## config.mk

```make
export PLATFORM = sky130hd
export DESIGN_NAME = multicycle_control_fsm
export DESIGN_NICKNAME = d
export VERILOG_FILES = /design/src/rtl/multicycle_control_fsm.sv
export SDC_FILE = /design/constraint.sdc
export NUM_CORES = 1
export LEC_CHECK = 0
export CAP_MARGIN = 20
export CORE_MARGIN = 2
export CORE_UTILIZATION = 41
export DETAILED_ROUTE_END_ITERATION = 6
export PLACE_DENSITY_LB_ADDON = 0.15
export SLEW_MARGIN = 30
export SYNTH_ARGS = -nofsm -noshare
export SYNTH_HDL_FRONTEND = slang
export SYNTH_SLANG_ARGS = --single-unit
```

## constraint.sdc

```tcl
create_clock -name clk -period 2.9 [get_ports clk]
set_input_delay 0.58 -clock clk [delete_from_list [all_inputs] [get_ports clk]]
set_output_delay 0.58 -clock clk [all_outputs]
set_load 0.01 [all_outputs]
```

## src/rtl/multicycle_control_fsm.sv

```systemverilog
// Multi-cycle RV32I main controller: sequences fetch/decode/execute/memory/writeback
// over a shared ALU, memory port and immediate extender, stalling on MemReady.
module multicycle_control_fsm #(
    parameter logic [3:0] RESET_STATE = 4'd0
) (
    input  logic       clk,
    input  logic       rst_n,
    input  logic [6:0] op,
    input  logic [2:0] funct3,
    input  logic       funct7_5,
    input  logic       Zero,
    input  logic       MemReady,
    output logic       PCWrite,
    output logic       AdrSrc,
    output logic       MemWrite,
    output logic       IRWrite,
    output logic       RegWrite,
    output logic [1:0] ResultSrc,
    output logic [1:0] ALUSrcA,
    output logic [1:0] ALUSrcB,
    output logic [2:0] ALUControl,
    output logic [1:0] ImmSrc,
    output logic       IllegalOp,
    output logic       InstrDone,
    output logic [3:0] State
);

    typedef enum logic [3:0] {
        S_FETCH    = 4'd0,
        S_DECODE   = 4'd1,
        S_MEMADR   = 4'd2,
        S_MEMREAD  = 4'd3,
        S_MEMWB    = 4'd4,
        S_MEMWRITE = 4'd5,
        S_EXECR    = 4'd6,
        S_ALUWB    = 4'd7,
        S_EXECI    = 4'd8,
        S_BEQ      = 4'd9
    } state_e;

    localparam logic [6:0] OP_LW   = 7'b0000011;
    localparam logic [6:0] OP_SW   = 7'b0100011;
    localparam logic [6:0] OP_RTYP = 7'b0110011;
    localparam logic [6:0] OP_IALU = 7'b0010011;
    localparam logic [6:0] OP_BEQ  = 7'b1100011;

    localparam logic [2:0] ALU_ADD = 3'b000;
    localparam logic [2:0] ALU_SUB = 3'b001;
    localparam logic [2:0] ALU_AND = 3'b010;
    localparam logic [2:0] ALU_OR  = 3'b011;
    localparam logic [2:0] ALU_SLT = 3'b101;

    logic [3:0] state_q, state_d;

    logic       pc_write_c, mem_write_c, ir_write_c, reg_write_c;
    logic       illegal_c, done_c;

    function automatic logic [2:0] alu_dec(input logic [2:0] f3, input logic op5,
                                           input logic f75);
        case (f3)
            3'b000:  return (op5 && f75) ? ALU_SUB : ALU_ADD;
            3'b010:  return ALU_SLT;
            3'b110:  return ALU_OR;
            3'b111:  return ALU_AND;
            default: return ALU_ADD;
        endcase
    endfunction

    always_comb begin
        state_d = S_FETCH;
        case (state_q)
            S_FETCH:    state_d = MemReady ? S_DECODE : S_FETCH;
            S_DECODE: begin
                case (op)
                    OP_LW, OP_SW: state_d = S_MEMADR;
                    OP_RTYP:      state_d = S_EXECR;
                    OP_IALU:      state_d = S_EXECI;
                    OP_BEQ:       state_d = S_BEQ;
                    default:      state_d = S_FETCH;
                endcase
            end
            S_MEMADR:   state_d = (op == OP_SW) ? S_MEMWRITE : S_MEMREAD;
            S_MEMREAD:  state_d = MemReady ? S_MEMWB : S_MEMREAD;
            S_MEMWRITE: state_d = MemReady ? S_FETCH : S_MEMWRITE;
            S_EXECR,
            S_EXECI:    state_d = S_ALUWB;
            default:    state_d = S_FETCH;
        endcase
    end

    always_ff @(posedge clk or negedge rst_n) begin
        if (!rst_n) state_q <= RESET_STATE;
        else        state_q <= state_d;
    end

    // Moore decode from state_q; only FETCH, MEMWRITE and BEQ look at live inputs.
    always_comb begin
        pc_write_c  = 1'b0;
        AdrSrc      = 1'b0;
        mem_write_c = 1'b0;
        ir_write_c  = 1'b0;
        reg_write_c = 1'b0;
        ResultSrc   = 2'b00;
        ALUSrcA     = 2'b00;
        ALUSrcB     = 2'b00;
        ALUControl  = ALU_ADD;
        illegal_c   = 1'b0;
        done_c      = 1'b0;
        case (state_q)
            S_FETCH: begin
                ALUSrcB    = 2'b10;
                ResultSrc  = 2'b10;
                ir_write_c = MemReady;
                pc_write_c = MemReady;
            end
            S_DECODE: begin
                ALUSrcA   = 2'b01;
                ALUSrcB   = 2'b01;
                illegal_c = !(op == OP_LW || op == OP_SW || op == OP_RTYP ||
                              op == OP_IALU || op == OP_BEQ);
            end
            S_MEMADR: begin
                ALUSrcA = 2'b10;
                ALUSrcB = 2'b01;
            end
            S_MEMREAD: AdrSrc = 1'b1;
            S_MEMWRITE: begin
                AdrSrc      = 1'b1;
                mem_write_c = 1'b1;
                done_c      = MemReady;
            end
            S_MEMWB: begin
                ResultSrc   = 2'b01;
                reg_write_c = 1'b1;
                done_c      = 1'b1;
            end
            S_EXECR: begin
                ALUSrcA    = 2'b10;
                ALUControl = alu_dec(funct3, op[5], funct7_5);
            end
            S_EXECI: begin
                ALUSrcA    = 2'b10;
                ALUSrcB    = 2'b01;
                ALUControl = alu_dec(funct3, op[5], funct7_5);
            end
            S_ALUWB: begin
                reg_write_c = 1'b1;
                done_c      = 1'b1;
            end
            S_BEQ: begin
                ALUSrcA    = 2'b10;
                ALUControl = ALU_SUB;
                pc_write_c = Zero;
                done_c     = 1'b1;
            end
            default: ;
        endcase
    end

    always_comb begin
        case (op)
            OP_SW:   ImmSrc = 2'b01;
            OP_BEQ:  ImmSrc = 2'b10;
            default: ImmSrc = 2'b00;
        endcase
    end

    // Architectural strobes are blocked while reset is held so an aborted access writes nothing.
    assign PCWrite   = pc_write_c  & rst_n;
    assign MemWrite  = mem_write_c & rst_n;
    assign IRWrite   = ir_write_c  & rst_n;
    assign RegWrite  = reg_write_c & rst_n;
    assign IllegalOp = illegal_c   & rst_n;
    assign InstrDone = done_c      & rst_n;
    assign State     = state_q;

endmodule

```

* Yosys cells after proc, flatten, opt, wreduce, memory -nomap -nowiden *
Index checks and enable logic that the tools add are counted.

word-level totals
  bits in registers = 4
  input port bits = 15
  output and inout port bits = 22
  word-level logic and storage cells = 59

cells by class
  equal/unequal tests = 17
  muxes and demuxes = 20
  bitwise logic cells = 6
  reductions and logical operators = 15

operator list
  cell                                                 number
  one-hot mux 4 bit (6 select lines)                   1
  equality test 4 x 3 -> 1 bit, second input constant  4
  one-hot mux 2 bit (2 select lines)                   4
  one-hot mux 4 bit (4 select lines)                   1
  equality test 7 x 6 -> 1 bit, second input constant  2
  one-hot mux 3 bit (4 select lines)                   1
  2-to-1 mux 3 bit                                     3
  equality test 4 x 2 -> 1 bit, second input constant  2
  equality test 4 bit, second input constant           2
  OR reduction 2 bit                                   4
  equality test 7 x 2 -> 1 bit, second input constant  1
  equality test 7 x 5 -> 1 bit, second input constant  1
  equality test 7 bit, second input constant           1
  2-to-1 mux 1 bit                                     7
  AND 1 bit                                            6
  equality test 3 bit, second input constant           2
  one-hot mux 3 bit (2 select lines)                   1
  OR reduction 3 bit                                   2
  equality test 4 x 1 -> 1 bit, second input constant  1
  zero test 4 bit                                      1
  logical OR 1 bit                                     4
  one-hot mux 1 bit (2 select lines)                   2
  OR reduction 4 bit                                   1
  equality test 3 x 2 -> 1 bit, second input constant  1
  other kinds (3)                                      3

* Logic depth before layout (Yosys ltp) *
  depth in word-level cells = 8
  mapped depth = 5
  mapped depth without buffers = 4

* Worst setup path after synthesis *
Ideal clock, no wire load.

  path kind = register -> output
  start = register state_q[1], in the netlist State[1]
  end = output port IllegalOp
  data arrival time = 1233 ps
  data required time = 2320 ps
  path slack = 1087 ps
  cell stages (with the launch flop) = 5
  path buffers = 0
  cell sequence = dfrtp_1 > nand2b_4 > nor3_2 > nand2_1 > a21oi_1

between the ends
  longest elaborated chain between the ends = 3

RTL lines
  element                       RTL line  RTL
  from (decl)                   53        logic [3:0] state_q, state_d;
  from (signal assigned)        93        else state_q <= state_d;
  equality test 4 x 1 -> 1 bit  109       case (state_q)
  2-to-1 mux 1 bit              109
  AND 1 bit                     173       assign IllegalOp = illegal_c & rst_n;
  to (decl)                     23        output logic IllegalOp,

No other way between the ends.

* Worst setup path in the final report *
  start = input port MemReady
  end = output port InstrDone

between the ends
  longest elaborated chain between the ends = 2

RTL lines
  element                             RTL line  RTL
  from (decl)                         12        input logic MemReady,
  one-hot mux 1 bit (2 select lines)  109
  AND 1 bit                           174       assign InstrDone = done_c & rst_n;
  to (decl)                           24        output logic InstrDone,

No other way between the ends.

==> results by group <==
Synthesis
  – Cell area after synthesis: 671 sq um
  – Compound-Gate Fraction of Synth Area: 21.6%
  – Async set-reset flop share out of synthesis: 100%
  – Seq/Total Area, Yosys: 14.9%
  – Mux share of post-synthesis cell area: 2.99%
  – Xor/xnor share of the synthesized area: 2.61%
  – Syn nets: 100
  – Largest family of logic cells by synthesized area: simple AND/OR/NAND/NOR gates
  – Synth Instances: 85
  – Netlist cell types: 36
  – Synth Area in Simple Gates: 45.3%
  – Post-Synth Adder-Cell Area: 0%
  – Number of flops mapped to enable cells by yosys: 0
  – Most common flop cell mapped by yosys: dfrtp_1
  – Synth warn: 0
  – Mapped Avg Cell Area: 7.89 sq um
  – #FFs+latches synth: 4

Clock network
  – Skew-Pair Late Insertion Delay: 0.23 ns
  – CTS max path bufs: 2
  – Sink Count: 4
  – Post-CTS Hold Fix Bufs: 0
  – CTS tree: yes
  – H-tree depth: 1
  – Clock slew at reported path FFs: 0.03 ns
  – Post_cts resized: 0
  – Root buffer cell: clkbuf_4
  – Post-CTS setup buffer count: 0
  – CTS buffer count: 3

Global routing
  – GRT Resource Usage Total: 19.7%
  – GRT overflow: 0
  – Largest net degree at the start of global routing: 16
  – Number of global-route vias before repair: 675
  – Global-route wire length before repair: 2930 microns
  – Initial antenna violation count: 0

Floorplan
  – Row cnt: 14
  – Die Y: 44.4 microns
  – Die area: 1980 sq um
  – Die width: 44.4 microns
  – Core area: 1520 sq um
  – Starting Density: 44.0%
  – Num ports: 37

Setup path
  – CP dominant cell by count: clkdlybuf4s50_1
  – Crit. End Element: output pin
  – CP arrival: 2.21 ns
  – CP max FO: 7
  – Setup CP Type: input port to output pin
  – Crit path cell chain: clkdlybuf4s50_1 -> nand2b_1 -> nand2_1 -> o2bb2ai_1 -> and2_1 -> clkdlybuf4s50_1
  – CP max-delay cell: clkdlybuf4s50_1
  – Setup crit start kind: input port
  – WP data required: 2.32 ns
  – Critical Path Max Stage Delay: 0.58 ns

Timing
  – Tcrit/Tclk final: 96.4%
  – Worst relative slew slack: 61.6%
  – Min Tclk post-route: 2.79 ns
  – Setup Viol. Count Final: 0
  – Final Hold Slack: 0.788 ns
  – Tightest Pin Transition: 0.576 ns
  – Worst Clk Skew: 0.00460 ns
  – Max Transition Viols Final: 0
  – Final hold viol count: 0
  – Setup TNS: 0 ns
  – Achievable Freq: 0.358 GHz
  – Unrepaired setup endpoints after global routing: false
  – Setup WS post-layout: 0.105 ns

Layout
  – N_diodes: 0
  – Fin cells: 138
  – Commonest non-fill, non-tap cells in the layout: clkdlybuf4s50_1, nor2_1, nand2_1
  – Fin nets: 139
  – Fin area: 1050 sq um
  – Layout cells sized above 1: 18.0%
  – P&R area growth vs syn: 56.0%
  – Commonest non-fill, non-tap cell in the layout: clkdlybuf4s50_1
  – Max reg flops: 4
  – Final Util: 68.6%

Route
  – Vias per std cell: 5.46
  – Drt pass-1 iters: 4
  – Initial drt markers: 11
  – Overall routed net length: 1780 microns
  – Via count: 754
  – Routed Antenna Nets: 0
  – DR DRC count: 0
  – Wire per inst: 12.9 microns

Flow run
  – Max capacitance violation total: 0

Worst hold path
  – Hold/Removal Path Class: register to register

Power and ir drop
  – PwrDens: 253 nW/um^2
  – Peak ir drop on the vdd network: 98.3 uV
  – P_leak: 0.411 nW
  – Total power: 0.265 mW

Placement
  – Post-detail-place hpwl: 1470 microns
  – DP Cell Count: 135
  – GP Congestion: 0.806
  – IO Port Bufs: 36
  – Post-DP Area: 1020 sq um
  – Worst slack, placed: 0.102 ns

Status
  – Status: finished clean
-- metal layers --
layer	track usage [%]	part of all wire, %	up-vias
met5	0	0	-
met4	5.45	0	0
met3	3.27	4.3	0
met2	32.9	50	26
met1	26.0	46	348
li1	-	-	380
-- path summary, 6_finish.rpt --
path	slack, ns	end	cells past startpoint	from
max in group asynchronous	1.96	State[3]$_DFF_PN0_	2	rst_n
min	0.79	State[3]$_DFF_PN0_	3	State[2]$_DFF_PN0_
min reg2reg	0.79	State[3]$_DFF_PN0_	3	State[2]$_DFF_PN0_
max reg2reg	1.38	State[0]$_DFF_PN0_	4	State[0]$_DFF_PN0_
min in group asynchronous	0.83	State[1]$_DFF_PN0_	2	rst_n
max	0.11	InstrDone	6	MemReady
-- Yosys cell counts (2+ instances only) --
cell / count / area (sq um)
a21oi_1: 6 / 30.0
o2bb2ai_1: 2 / 17.5
nor3b_1: 3 / 22.5
buf_6: 4 / 45.0
mux2i_1: 2 / 20.0
nand2b_4: 2 / 27.5
nand3b_1: 5 / 37.5
nor2_1: 8 / 30.0
o21ai_0: 5 / 25.0
dfrtp_1: 4 / 100
nor3_1: 3 / 15.0
inv_1: 4 / 15.0
nand2_1: 8 / 30.0
buf_4: 2 / 15.0
nand2b_1: 2 / 12.5
nor3_2: 4 / 40.0
xnor2_1: 2 / 17.5
-- power by group --
part / leakage, nW / total [mW] / switching, mW / internal [mW]
sequential: 0.0543 / 0.0710 / 0.0124 / 0.0586
clock: 0.0138 / 0.0655 / 0.0194 / 0.0461
combinational: 0.343 / 0.128 / 0.0520 / 0.0760
-- area by class of cell --
cell class | instances | area [sq um]
Clock buffer | 3 | 22.5
Fill cell | 143 | 478
Inverter | 5 | 18.8
Multi-Input combinational cell | 69 | 487
Sequential cell | 4 | 100
Tap cell | 16 | 20.0
Timing Repair Buffer | 41 | 398
-- cells by family after synthesis --
group / count (synthesis)
buffers and inverters: 12
DFF: 4
and+or+nand+nor: 44
muxes: 2
AOI/OAI and AO/OA: 21
xor gates and xnor gates: 2
-- critical path: cells and delay by family --
family / cells / cell delay (ns)
buffers and inverters: 2 / 1.11
and+or+nand+nor: 3 / 0.38
AOI/OAI and AO/OA: 1 / 0.14
(Power assumes the default switching activity.)
